`config.mk`:
```
export PLATFORM = sky130hd
export DESIGN_NAME = nf10_decap_flat
export DESIGN_NICKNAME = d
export VERILOG_FILES = /design/src/rtl/nf10_decap_if.sv /design/src/rtl/nf10_decap.sv /design/src/flat_wrapper.sv
export SDC_FILE = /design/constraint.sdc
export NUM_CORES = 1
export LEC_CHECK = 0
export BUFFER_PORTS_ARGS = -buffer_cell sky130_fd_sc_hd__buf_2
export CORE_AREA = 2 2 351 353
export DETAILED_ROUTE_END_ITERATION = 8
export DIE_AREA = 0 0 353 355
export PLACE_DENSITY = 0.43
export SLEW_MARGIN = 20
export SYNTH_ARGS = -nofsm -noshare
export SYNTH_HDL_FRONTEND = slang
export SYNTH_SLANG_ARGS = --single-unit
export TNS_END_PERCENT = 5
```
`constraint.sdc`:
```
create_clock -name axi_aclk -period 24.2 [get_ports axi_aclk]
set_clock_uncertainty 0.1 [all_clocks]
set_input_delay 4.84 -clock axi_aclk [delete_from_list [all_inputs] [get_ports axi_aclk]]
set_output_delay 4.84 -clock axi_aclk [all_outputs]
set_load 0.02 [all_outputs]
```
`src/rtl/nf10_decap_if.sv`:
```
// rtl/nf10_decap_if.sv - AXI4-Stream bundle used on both sides of nf10_decap
//
// Purpose: groups one AXI4-Stream channel (tdata/tstrb/tuser/tvalid/tready/tlast).
// Parameters: DATA_W (tdata width), USER_W (tuser width).
// Modports:
//   master - drives tdata, tstrb, tuser, tvalid, tlast; samples tready
//   slave  - samples tdata, tstrb, tuser, tvalid, tlast; drives tready
`timescale 1ns/1ps
interface nf10_decap_if #(
  parameter int DATA_W = 256,
  parameter int USER_W = 128
) ();
  logic [DATA_W-1:0]   tdata;
  logic [DATA_W/8-1:0] tstrb;
  logic [USER_W-1:0]   tuser;
  logic                tvalid;
  logic                tready;
  logic                tlast;

  modport master (
    output tdata, tstrb, tuser, tvalid, tlast,
    input  tready
  );

  modport slave (
    input  tdata, tstrb, tuser, tvalid, tlast,
    output tready
  );
endinterface

```
`src/rtl/nf10_decap.sv`:
```
// rtl/nf10_decap.sv - strips a fixed outer header from each AXI4-Stream packet
//
// Purpose: removes C_HDR_BYTES bytes from the front of every packet, realigns
// the payload to byte lane 0, and rewrites tuser[15:0] to the new length.
// Packets whose total size does not exceed the header are dropped as runts.
// Optional feature macro: DECAP_STATS_EN (packet / runt counters).
// Ports:
//   axi_aclk    - clock
//   axi_reset   - asynchronous active-high reset
//   s_axis      - input stream (slave modport); tuser valid on first beat
//   m_axis      - output stream (master modport); tuser held for whole packet
//   runt_drop   - one-cycle pulse per dropped runt
//   pkt_count   - packets emitted (zero unless DECAP_STATS_EN)
//   runt_count  - runts dropped (zero unless DECAP_STATS_EN)
`timescale 1ns/1ps
module nf10_decap #(
  parameter int C_M_AXIS_DATA_WIDTH  = 256,
  parameter int C_S_AXIS_DATA_WIDTH  = 256,
  parameter int C_M_AXIS_TUSER_WIDTH = 128,
  parameter int C_S_AXIS_TUSER_WIDTH = 128,
  parameter int C_HDR_BYTES          = 14
) (
  input  logic                 axi_aclk,
  input  logic                 axi_reset,
  nf10_decap_if.slave          s_axis,
  nf10_decap_if.master         m_axis,
  output logic                 runt_drop,
  output logic [31:0]          pkt_count,
  output logic [31:0]          runt_count
);

  localparam int S    = C_HDR_BYTES;
  localparam int R    = 32 - C_HDR_BYTES;
  localparam int SB   = S * 8;
  localparam int RB   = R * 8;
  localparam int SL   = C_S_AXIS_DATA_WIDTH / 8;
  localparam int MW   = C_M_AXIS_DATA_WIDTH;
  localparam int UW   = C_M_AXIS_TUSER_WIDTH;
  localparam int SUW  = C_S_AXIS_TUSER_WIDTH;

  localparam logic [1:0] ST_IDLE  = 2'd0;
  localparam logic [1:0] ST_ACC   = 2'd1;
  localparam logic [1:0] ST_FLUSH = 2'd2;

  logic [1:0]    state_q, state_d;
  logic [MW-1:0] resid_q, resid_d;
  logic [5:0]    resid_cnt_q, resid_cnt_d;
  logic [UW-1:0] tuser_q, tuser_d;
  logic          runt_drop_q, runt_drop_d;

  logic [5:0]      in_cnt;
  logic            in_short;
  logic [15:0]     in_len;
  logic [15:0]     new_len;
  logic [MW-1:0]   in_resid;
  logic [MW-1:0]   acc_data;
  logic            s_ready;
  logic            m_valid;
  logic            m_last;
  logic [MW-1:0]   m_data;
  logic [MW/8-1:0] m_strb;

  // Contiguous byte mask of n lanes starting at lane 0 (n may be 32).
  function automatic logic [31:0] ones_mask(input logic [5:0] n);
    logic [32:0] t;
    t = (33'd1 << n) - 33'd1;
    return t[31:0];
  endfunction

  always_comb begin
    in_cnt = '0;
    for (int i = 0; i < SL; i++) begin
      in_cnt = in_cnt + {5'd0, s_axis.tstrb[i]};
    end
  end

  assign in_short = (in_cnt <= 6'(S));
  assign in_len   = s_axis.tuser[15:0];
  assign new_len  = (in_len > 16'(S)) ? (in_len - 16'(S)) : 16'd0;

  // Bytes S..31 of the current beat moved down to lanes 0..R-1; upper lanes
  // come out zero, so OR-ing in the next beat's head needs no extra masking.
  assign in_resid = s_axis.tdata >> SB;
  assign acc_data = resid_q | (s_axis.tdata << RB);

  always_comb begin
    state_d     = state_q;
    resid_d     = resid_q;
    resid_cnt_d = resid_cnt_q;
    tuser_d     = tuser_q;
    runt_drop_d = 1'b0;
    s_ready     = 1'b0;
    m_valid     = 1'b0;
    m_last      = 1'b0;
    m_data      = '0;
    m_strb      = '0;

    case (state_q)
      ST_IDLE: begin
        s_ready = 1'b1;
        if (s_axis.tvalid) begin
          resid_d = in_resid;
          tuser_d = {s_axis.tuser[SUW-1:16], new_len};
          if (!s_axis.tlast) begin
            state_d     = ST_ACC;
            resid_cnt_d = 6'(R);
          end else if (in_short) begin
            runt_drop_d = 1'b1;
          end else begin
            state_d     = ST_FLUSH;
            resid_cnt_d = in_cnt - 6'(S);
          end
        end
      end

      ST_ACC: begin
        // Output is built from the live input beat, so ready passes straight
        // through and valid follows the upstream valid.
        s_ready = m_axis.tready;
        m_valid = s_axis.tvalid;
        m_data  = acc_data;
        if (s_axis.tlast && in_short) begin
          m_last = 1'b1;
          m_strb = ones_mask(6'(R) + in_cnt);
        end else begin
          m_strb = '1;
        end
        if (s_axis.tvalid && m_axis.tready) begin
          if (!s_axis.tlast) begin
            resid_d     = in_resid;
            resid_cnt_d = 6'(R);
          end else if (in_short) begin
            state_d = ST_IDLE;
          end else begin
            resid_d     = in_resid;
            resid_cnt_d = in_cnt - 6'(S);
            state_d     = ST_FLUSH;
          end
        end
      end

      ST_FLUSH: begin
        m_valid = 1'b1;
        m_last  = 1'b1;
        m_data  = resid_q;
        m_strb  = ones_mask(resid_cnt_q);
        if (m_axis.tready) begin
          state_d = ST_IDLE;
        end
      end

      default: begin
        state_d = ST_IDLE;
      end
    endcase
  end

  always_ff @(posedge axi_aclk or posedge axi_reset) begin
    if (axi_reset) begin
      state_q     <= ST_IDLE;
      resid_q     <= '0;
      resid_cnt_q <= '0;
      tuser_q     <= '0;
      runt_drop_q <= 1'b0;
    end else begin
      state_q     <= state_d;
      resid_q     <= resid_d;
      resid_cnt_q <= resid_cnt_d;
      tuser_q     <= tuser_d;
      runt_drop_q <= runt_drop_d;
    end
  end

  assign s_axis.tready = s_ready;
  assign m_axis.tvalid = m_valid;
  assign m_axis.tlast  = m_last;
  assign m_axis.tdata  = m_data;
  assign m_axis.tstrb  = m_strb;
  assign m_axis.tuser  = tuser_q;
  assign runt_drop     = runt_drop_q;

`ifdef DECAP_STATS_EN
  logic [31:0] pkt_count_q, pkt_count_d;
  logic [31:0] runt_count_q, runt_count_d;

  always_comb begin
    pkt_count_d  = pkt_count_q;
    runt_count_d = runt_count_q;
    if (m_valid && m_axis.tready && m_last) begin
      pkt_count_d = pkt_count_q + 32'd1;
    end
    // Counted on the same edge that raises runt_drop so both appear together.
    if (runt_drop_d) begin
      runt_count_d = runt_count_q + 32'd1;
    end
  end

  always_ff @(posedge axi_aclk or posedge axi_reset) begin
    if (axi_reset) begin
      pkt_count_q  <= '0;
      runt_count_q <= '0;
    end else begin
      pkt_count_q  <= pkt_count_d;
      runt_count_q <= runt_count_d;
    end
  end

  assign pkt_count  = pkt_count_q;
  assign runt_count = runt_count_q;
`else
  assign pkt_count  = 32'd0;
  assign runt_count = 32'd0;
`endif

endmodule

```
`src/flat_wrapper.sv`:
```
// flat-port wrapper written by rule: the top's interface ports become plain ports
module nf10_decap_flat 
#(
  parameter int C_M_AXIS_DATA_WIDTH  = 256,
  parameter int C_S_AXIS_DATA_WIDTH  = 256,
  parameter int C_M_AXIS_TUSER_WIDTH = 128,
  parameter int C_S_AXIS_TUSER_WIDTH = 128,
  parameter int C_HDR_BYTES          = 14
)
  (axi_aclk, axi_reset, runt_drop, pkt_count, runt_count, s_axis_tdata, s_axis_tstrb, s_axis_tuser, s_axis_tvalid, s_axis_tlast, s_axis_tready, m_axis_tdata, m_axis_tstrb, m_axis_tuser, m_axis_tvalid, m_axis_tlast, m_axis_tready);
  nf10_decap_if #(.DATA_W(256), .USER_W(128)) s_axis_i ();
  nf10_decap_if #(.DATA_W(256), .USER_W(128)) m_axis_i ();
  input  logic axi_aclk;
  input  logic axi_reset;
  output logic runt_drop;
  output logic [31:0] pkt_count;
  output logic [31:0] runt_count;
  input wire logic [$bits(s_axis_i.tdata)-1:0] s_axis_tdata;
  input wire logic [$bits(s_axis_i.tstrb)-1:0] s_axis_tstrb;
  input wire logic [$bits(s_axis_i.tuser)-1:0] s_axis_tuser;
  input wire logic [$bits(s_axis_i.tvalid)-1:0] s_axis_tvalid;
  input wire logic [$bits(s_axis_i.tlast)-1:0] s_axis_tlast;
  output wire logic [$bits(s_axis_i.tready)-1:0] s_axis_tready;
  output wire logic [$bits(m_axis_i.tdata)-1:0] m_axis_tdata;
  output wire logic [$bits(m_axis_i.tstrb)-1:0] m_axis_tstrb;
  output wire logic [$bits(m_axis_i.tuser)-1:0] m_axis_tuser;
  output wire logic [$bits(m_axis_i.tvalid)-1:0] m_axis_tvalid;
  output wire logic [$bits(m_axis_i.tlast)-1:0] m_axis_tlast;
  input wire logic [$bits(m_axis_i.tready)-1:0] m_axis_tready;
  assign s_axis_i.tdata = s_axis_tdata;
  assign s_axis_i.tstrb = s_axis_tstrb;
  assign s_axis_i.tuser = s_axis_tuser;
  assign s_axis_i.tvalid = s_axis_tvalid;
  assign s_axis_i.tlast = s_axis_tlast;
  assign s_axis_tready = s_axis_i.tready;
  assign m_axis_tdata = m_axis_i.tdata;
  assign m_axis_tstrb = m_axis_i.tstrb;
  assign m_axis_tuser = m_axis_i.tuser;
  assign m_axis_tvalid = m_axis_i.tvalid;
  assign m_axis_tlast = m_axis_i.tlast;
  assign m_axis_i.tready = m_axis_tready;
  nf10_decap #(.C_M_AXIS_DATA_WIDTH(C_M_AXIS_DATA_WIDTH), .C_S_AXIS_DATA_WIDTH(C_S_AXIS_DATA_WIDTH), .C_M_AXIS_TUSER_WIDTH(C_M_AXIS_TUSER_WIDTH), .C_S_AXIS_TUSER_WIDTH(C_S_AXIS_TUSER_WIDTH), .C_HDR_BYTES(C_HDR_BYTES)) u_core (.axi_aclk(axi_aclk), .axi_reset(axi_reset), .s_axis(s_axis_i), .m_axis(m_axis_i), .runt_drop(runt_drop), .pkt_count(pkt_count), .runt_count(runt_count));
endmodule
```
=== Word level (Yosys, flattened, before mapping) ===
Cells that the tools add are included.

* Bits in registers: 393
* Word-level logic and storage cells: 92

* Equal/unequal tests: 8
* Bitwise operators: 1
* Shift-type cells: 2
* Add/sub/neg operators: 36
* $lt $le $gt $ge: 2
* Reductions and logical operators: 8
* Muxes and demuxes: 30

{| class="wikitable"
|+ Operator list
! kind !! number
|-
| $mux W256 || 4
|-
| $pmux W256 S2 || 2
|-
| $or A256 B256 Y256 || 1
|-
| $add A6 B1 Y6 || 30
|-
| $pmux W32 S2 || 1
|-
| $shl A1 B6 Y32 const A || 2
|-
| $sub A32 B1 Y32 const B || 2
|-
| $mux W32 || 1
|-
| $mux W6 || 4
|-
| $gt A16 B4 Y1 const B || 1
|-
| $mux W16 || 1
|-
| $sub A16 B4 Y16 const B || 1
|-
| $mux W2 || 7
|-
| $pmux W6 S2 || 1
|-
| $add A5 B6 Y6 const A || 1
|-
| $le A6 B4 Y1 const B || 1
|-
| $ne A2 B2 Y1 const B || 3
|-
| $ne A3 B3 Y1 const B || 2
|-
| $pmux W1 S2 || 3
|-
| $pmux W2 S3 || 1
|-
| $sub A6 B4 Y6 const B || 1
|-
| $mux W1 || 5
|-
| $reduce_and A5 Y1 || 1
|-
| $reduce_and A4 Y1 || 1
|-
| 9 further kinds || 10
|}

=== Logic depth before layout (Yosys ltp) ===
* Word-level depth: 36
* Depth in mapped cells: 32

=== Worst setup path after synthesis ===
OpenSTA, ideal clock, no wires.

* Kind: input port to output port
* Start point: input port s_axis_tstrb[0]
* End point: output port m_axis_tstrb[12]
* Buffers on the path: 2
* Setup slack: 7.101 ns
* Arrival time: 12.159 ns
* Stages on the path: 29
* Cells stage by stage: ha_1 -> inv_1 -> fa_1 -> inv_1 -> fa_1 -> fa_1 -> fa_1 -> fa_1 -> inv_1 -> fa_1 -> fa_1 -> fa_1 -> xor2_1 -> inv_2 -> ha_1 -> buf_2 -> or4_1 -> o311a_1 -> o221ai_4 -> clkbuf_1 -> nand4_1 -> ha_1 -> inv_1 -> nand2_1 -> nor2_1 -> nand4_1 -> a21oi_1 -> nor3_1 -> o22ai_1

* Word-level cells in the longest chain between the ends: 36
* Elaborated cells on any way between the ends: 38
* Classes of those cells: add/sub (33); order compare (1); shift (1); mux (2); reduce/logical (1)

{| class="wikitable"
|+ RTL lines
! what !! line !! text
|-
| start: declaration || flat_wrapper.sv:19 || <nowiki>input wire logic [$bits(s_axis_i.tstrb)-1:0] s_axis_tstrb;</nowiki>
|-
| $add A1 B1 Y2 * || nf10_decap.sv:73 || <nowiki>in_cnt = in_cnt + {5'd0, s_axis.tstrb[i]};</nowiki>
|-
| $add A6 B1 Y6 * (30 in a row) || nf10_decap.sv:73 ||
|-
| $add A5 B6 Y6 || nf10_decap.sv:124 || <nowiki>m_strb = ones_mask(6'(R) + in_cnt);</nowiki>
|-
| $shl A1 B6 Y32 || nf10_decap.sv:66 || <nowiki>t = (33'd1 << n) - 33'd1;</nowiki>
|-
| $sub A32 B1 Y32 || nf10_decap.sv:66 ||
|-
| $mux W32 * || nf10_decap.sv:122 || <nowiki>if (s_axis.tlast && in_short) begin</nowiki>
|-
| $pmux W32 S2 * || nf10_decap.sv:98 || <nowiki>case (state_q)</nowiki>
|-
| end: declaration || flat_wrapper.sv:25 || <nowiki>output wire logic [$bits(m_axis_i.tstrb)-1:0] m_axis_tstrb;</nowiki>
|}

Every way passes the cells marked *; elsewhere a longest branch is shown, timed or not.

=== Final worst setup path ===
* Start point: input port s_axis_tstrb[1]
* End point: output port m_axis_tstrb[12]

The elaborated chain is that of the path after synthesis.

==> report_table.html <==
<table>
<tr><th>Metric</th><th>Value</th></tr>
<tr><th colspan="2">Status</th></tr>
<tr><td>Run status</td><td>complete, no violations</td></tr>
<tr><th colspan="2">Yosys</th></tr>
<tr><td>Combined area of all synthesized cells</td><td>0.0157 mm²</td></tr>
<tr><td>Number of standard cells after synthesis</td><td>1,454</td></tr>
<tr><td>Share of the synthesized area in the top cell type</td><td>44.8%</td></tr>
<tr><td>Synthesized flop and latch total</td><td>281</td></tr>
<tr><td>Leading area contributor after synthesis</td><td>sky130_fd_sc_hd__dfrtp_1</td></tr>
<tr><td>Post-synthesis sequential area ratio</td><td>44.8%</td></tr>
<tr><td>Number of warnings issued by yosys</td><td>0</td></tr>
<tr><td>Post-synth ARST share</td><td>100%</td></tr>
<tr><td>Mean area per synthesized cell</td><td>10.8 µm²</td></tr>
<tr><td>Post-synth EDFFs</td><td>0</td></tr>
<tr><td>Main flop type after synthesis</td><td>sky130_fd_sc_hd__dfrtp_1</td></tr>
<tr><td>Top area cells in the synthesized netlist</td><td>sky130_fd_sc_hd__dfrtp_1 (45%), sky130_fd_sc_hd__mux2_2 (17%), sky130_fd_sc_hd__nor2b_1 (5.9%)</td></tr>
<tr><td>Unique cell type count in the Yosys netlist</td><td>68</td></tr>
<tr><th colspan="2">Die</th></tr>
<tr><td>Die area</td><td>0.125 mm²</td></tr>
<tr><td>Die span in x</td><td>353 µm</td></tr>
<tr><td>Starting utilization of the core area</td><td>12.9%</td></tr>
<tr><td>Floorplan die height</td><td>between 300 and 400 µm</td></tr>
<tr><td>Rows</td><td>128</td></tr>
<tr><td>Core ar.</td><td>0.121 mm²</td></tr>
<tr><td>Total I/O pin count</td><td>905</td></tr>
<tr><th colspan="2">CTS</th></tr>
<tr><td>Clk Tree Root Cell</td><td>sky130_fd_sc_hd__clkbuf_16</td></tr>
<tr><td>Clock edge transition at the registers on the reported setup and hold paths</td><td>0.06 ns</td></tr>
<tr><td>Clock Sinks</td><td>281</td></tr>
<tr><td>Post-CTS setup buffer count</td><td>0</td></tr>
<tr><td># resized after CTS</td><td>0</td></tr>
<tr><td>TritonCTS clock tree</td><td>yes</td></tr>
<tr><td>TritonCTS Buffers</td><td>39</td></tr>
<tr><td>CTS HTree Levels</td><td>2</td></tr>
<tr><td>Deepest clock path buffer count</td><td>3</td></tr>
<tr><td>Hold Buf Count CTS</td><td>0</td></tr>
<tr><td>Insertion delay of the later-clocked pin in the worst-skew pair</td><td>between 0.5 and 0.6 ns</td></tr>
<tr><th colspan="2">Finish</th></tr>
<tr><td>Sequential standard cell area</td><td>~0.007 mm²</td></tr>
<tr><td>Fill count</td><td>13,700</td></tr>
<tr><td>Area Overhead vs Synth</td><td>44.0%</td></tr>
<tr><td>Share of layout cells above drive strength 1</td><td>51.2%</td></tr>
<tr><td>Area of combinational cells with multiple inputs</td><td>0.00774 mm²</td></tr>
<tr><td># nets final</td><td>2,699</td></tr>
<tr><th colspan="2">Placement</th></tr>
<tr><td>Port-buffer cells</td><td>840</td></tr>
<tr><td>Weighted congestion at the end of routability-driven global placement</td><td>0.879</td></tr>
<tr><td>Total half-perimeter wirelength after legalization and detailed placement</td><td>51,800 µm</td></tr>
<tr><th colspan="2">Flow run</th></tr>
<tr><td>Max-capacitance violation count</td><td>0</td></tr>
<tr><th colspan="2">Timing</th></tr>
<tr><td>Fmax</td><td>approximately 54 MHz</td></tr>
<tr><td>Final Setup Violations</td><td>0</td></tr>
<tr><td>Slew Limit Headroom</td><td>29.7%</td></tr>
<tr><td>Final count of hold timing violations</td><td>0</td></tr>
<tr><td>Setup TNS</td><td>0 ns</td></tr>
<tr><td>Slew at the pin closest to its max-slew limit</td><td>1.05 ns</td></tr>
<tr><td>Unrepaired setup endpoints after global routing</td><td>false</td></tr>
<tr><td>Post-route minimum period</td><td>18.35 ns</td></tr>
<tr><td>Number of pins with negative max-slew slack in the final report</td><td>0</td></tr>
<tr><td>Part of the cycle the worst path needs</td><td>75.8%</td></tr>
<tr><th colspan="2">Worst hold path</th></tr>
<tr><td>Hold Path End</td><td>u_core.m_axis.tuser[14]</td></tr>
<tr><td>Cell depth of the worst hold path</td><td>2</td></tr>
<tr><td>Min-delay worst type</td><td>reg2reg</td></tr>
<tr><td>Worst hold start</td><td>u_core.m_axis.tuser[14]</td></tr>
<tr><th colspan="2">Worst setup path</th></tr>
<tr><td>Reg-to-reg setup timing slack</td><td>19.83 ns</td></tr>
<tr><td>Critical path endpoint category</td><td>primary output</td></tr>
<tr><td>Count of cells along the worst register-to-register path</td><td>8</td></tr>
<tr><td>Arrival time reported for the critical path endpoint</td><td>13.41 ns</td></tr>
<tr><td>Critical path peak fanout</td><td>19</td></tr>
<tr><td>Worst flop-to-flop path endpoint</td><td>u_core.resid_q[59]</td></tr>
<tr><td>Critical path startpoint category</td><td>input port</td></tr>
<tr><td>Required @ worst endpoint</td><td>19.26 ns</td></tr>
<tr><td>Crit Path Category</td><td>in2out</td></tr>
<tr><td>Beginning of the worst register-to-register path</td><td>u_core.state_q[1]</td></tr>
<tr><th colspan="2">GRT</th></tr>
<tr><td>Remaining global-route overflow</td><td>0</td></tr>
<tr><td>Via count of the first global-routing pass</td><td>between 10,000 and 15,000</td></tr>
<tr><td>Maximum number of pins on one net before global-route repair</td><td>121</td></tr>
<tr><td>Initial antenna violation count</td><td>15</td></tr>
<tr><td>All-layer global routing usage</td><td>10.1%</td></tr>
<tr><td>First-pass GRT wire length</td><td>95,600 µm</td></tr>
<tr><th colspan="2">Detailed routing</th></tr>
<tr><td>Avg Vias per Cell</td><td>3.57</td></tr>
<tr><td>Avg WL per Cell</td><td>17.0 µm</td></tr>
<tr><td>Final wirelength</td><td>between 60,000 and 70,000 µm</td></tr>
<tr><td>Via Count</td><td>13,900</td></tr>
<tr><td>DRC viols</td><td>0</td></tr>
<tr><td>First drt pass iteration count</td><td>5</td></tr>
<tr><td>Iter 0 DRT Violations</td><td>595</td></tr>
<tr><td>Antenna viol nets, final</td><td>0</td></tr>
</table>
-- kinds of logic after synthesis --
group                    synth area share (%)
other                                  0.0239
AO/OA/AOI/OAI                            7.09
adder cells (fa/ha/maj)                  4.26
multiplexers                             18.9
XOR/XNOR                                 1.77
buffers and inverters                    7.47
AND/OR/NAND/NOR                          15.7
flip-flops                               44.8
-- critical path, cell delays in order --
cell                       delay, ns
sky130_fd_sc_hd__buf_2          0.12
sky130_fd_sc_hd__ha_1           0.26
sky130_fd_sc_hd__inv_1          0.04
sky130_fd_sc_hd__fa_1           0.47
sky130_fd_sc_hd__inv_1          0.06
sky130_fd_sc_hd__fa_1           0.53
sky130_fd_sc_hd__fa_1           0.44
sky130_fd_sc_hd__fa_1           0.49
sky130_fd_sc_hd__fa_1           0.51
sky130_fd_sc_hd__inv_1          0.07
sky130_fd_sc_hd__fa_1           0.45
sky130_fd_sc_hd__fa_1           0.41
sky130_fd_sc_hd__fa_1           0.80
sky130_fd_sc_hd__clkinv_1       0.39
sky130_fd_sc_hd__ha_1           0.54
sky130_fd_sc_hd__or4_1          0.56
sky130_fd_sc_hd__o311a_1        0.15
sky130_fd_sc_hd__o221ai_4       0.44
sky130_fd_sc_hd__nand4_1        0.16
sky130_fd_sc_hd__ha_1           0.34
sky130_fd_sc_hd__inv_1          0.23
sky130_fd_sc_hd__nand2_1        0.12
sky130_fd_sc_hd__nor2_1         0.21
sky130_fd_sc_hd__nand4_1        0.12
sky130_fd_sc_hd__a21oi_1        0.19
sky130_fd_sc_hd__nor3_1         0.07
sky130_fd_sc_hd__o22ai_1        0.16
sky130_fd_sc_hd__buf_2          0.21
-- worst max-delay path by stage --
stage,startpoint,end,slack (ns),depth (start not counted)
floorplan,s_axis_tstrb[0],m_axis_tstrb[12],7.10,29
global placement,s_axis_tstrb[1],m_axis_tstrb[12],5.87,28
detailed placement,s_axis_tstrb[0],m_axis_tstrb[12],5.88,28
CTS,s_axis_tstrb[0],m_axis_tstrb[12],5.88,28
global route,s_axis_tstrb[1],m_axis_tstrb[12],5.31,28
finish,s_axis_tstrb[1],m_axis_tstrb[12],5.85,28
-- registers in the layout, summed over array words and instances, names as in the netlist --
signal               flops
u_core.m_axis.tuser    128
u_core.resid_cnt_q       6
u_core.state_q           2
u_core.runt_drop         1
u_core.resid_q         144
-- cell usage in the layout, fill, tap and decap left out, types with 11 or more instances in the layout --
| master | n |
|---|---|
| sky130_fd_sc_hd__buf_2 | 840 |
| sky130_fd_sc_hd__nand3_1 | 20 |
| sky130_fd_sc_hd__dfrtp_1 | 281 |
| sky130_fd_sc_hd__o21ai_0 | 69 |
| sky130_fd_sc_hd__nor2_1 | 34 |
| sky130_fd_sc_hd__fa_1 | 24 |
| sky130_fd_sc_hd__nor2b_1 | 147 |
| sky130_fd_sc_hd__a21oi_1 | 37 |
| sky130_fd_sc_hd__ha_1 | 13 |
| sky130_fd_sc_hd__conb_1 | 64 |
| sky130_fd_sc_hd__nand2_1 | 65 |
| sky130_fd_sc_hd__buf_4 | 11 |
| sky130_fd_sc_hd__and3_1 | 118 |
| sky130_fd_sc_hd__clkbuf_16 | 39 |
| sky130_fd_sc_hd__mux2_2 | 233 |
| sky130_fd_sc_hd__mux2_1 | 26 |
| sky130_fd_sc_hd__inv_1 | 54 |
| sky130_fd_sc_hd__xnor2_1 | 15 |
| sky130_fd_sc_hd__nor3_1 | 17 |
-- routing by layer --
layer,GRT usage [%],vias up,wire length (µm)
met2,16.8,602,31500
met4,2.60,8,1240
met5,0,-,38
met3,3.88,67,6610
li1,-,6458,-
met1,12.1,6758,26800
-- synth_stat cells, drive strengths merged (20+ instances only) --
library cell,n
o21ai,71
nand2,66
dfrtp,281
nor2b,147
mux2,259
and3,118
a21oi,37
nand3,20
inv,56
clkbuf,84
fa,24
nor2,35
buf,86
-- layout make-up --
class,instances,area share (%)
inverters,57,0.981
well taps,1625,9.01
diodes,2,0.0222
clock buffers,48,4.56
repair buffers,851,19.0
flip-flops and latches,281,31.1
multi-input cells,1009,34.3
clock inverters,18,1.01
-- metrics by stage --
stage / setup slack (ns) / util (%) / area (µm²) / hold WS [ns] / std cells
global placement: 5.87 / 17.6 / 21300 / 0.360 / 3823
CTS: 5.88 / 18.6 / 22600 / 0.378 / 3889
detailed placement: 5.88 / 17.6 / 21300 / 0.366 / 3823
floorplan: 7.10 / - / 15900 / 0.350 / 1517
global route: 5.31 / 18.6 / 22600 / 0.391 / 3890
finish: 5.85 / 18.6 / 22600 / 0.374 / 3891
Power is left out: the tool's default activity adds up to more than one toggle a clock period on the data nets, which glitch-free logic cannot reach.
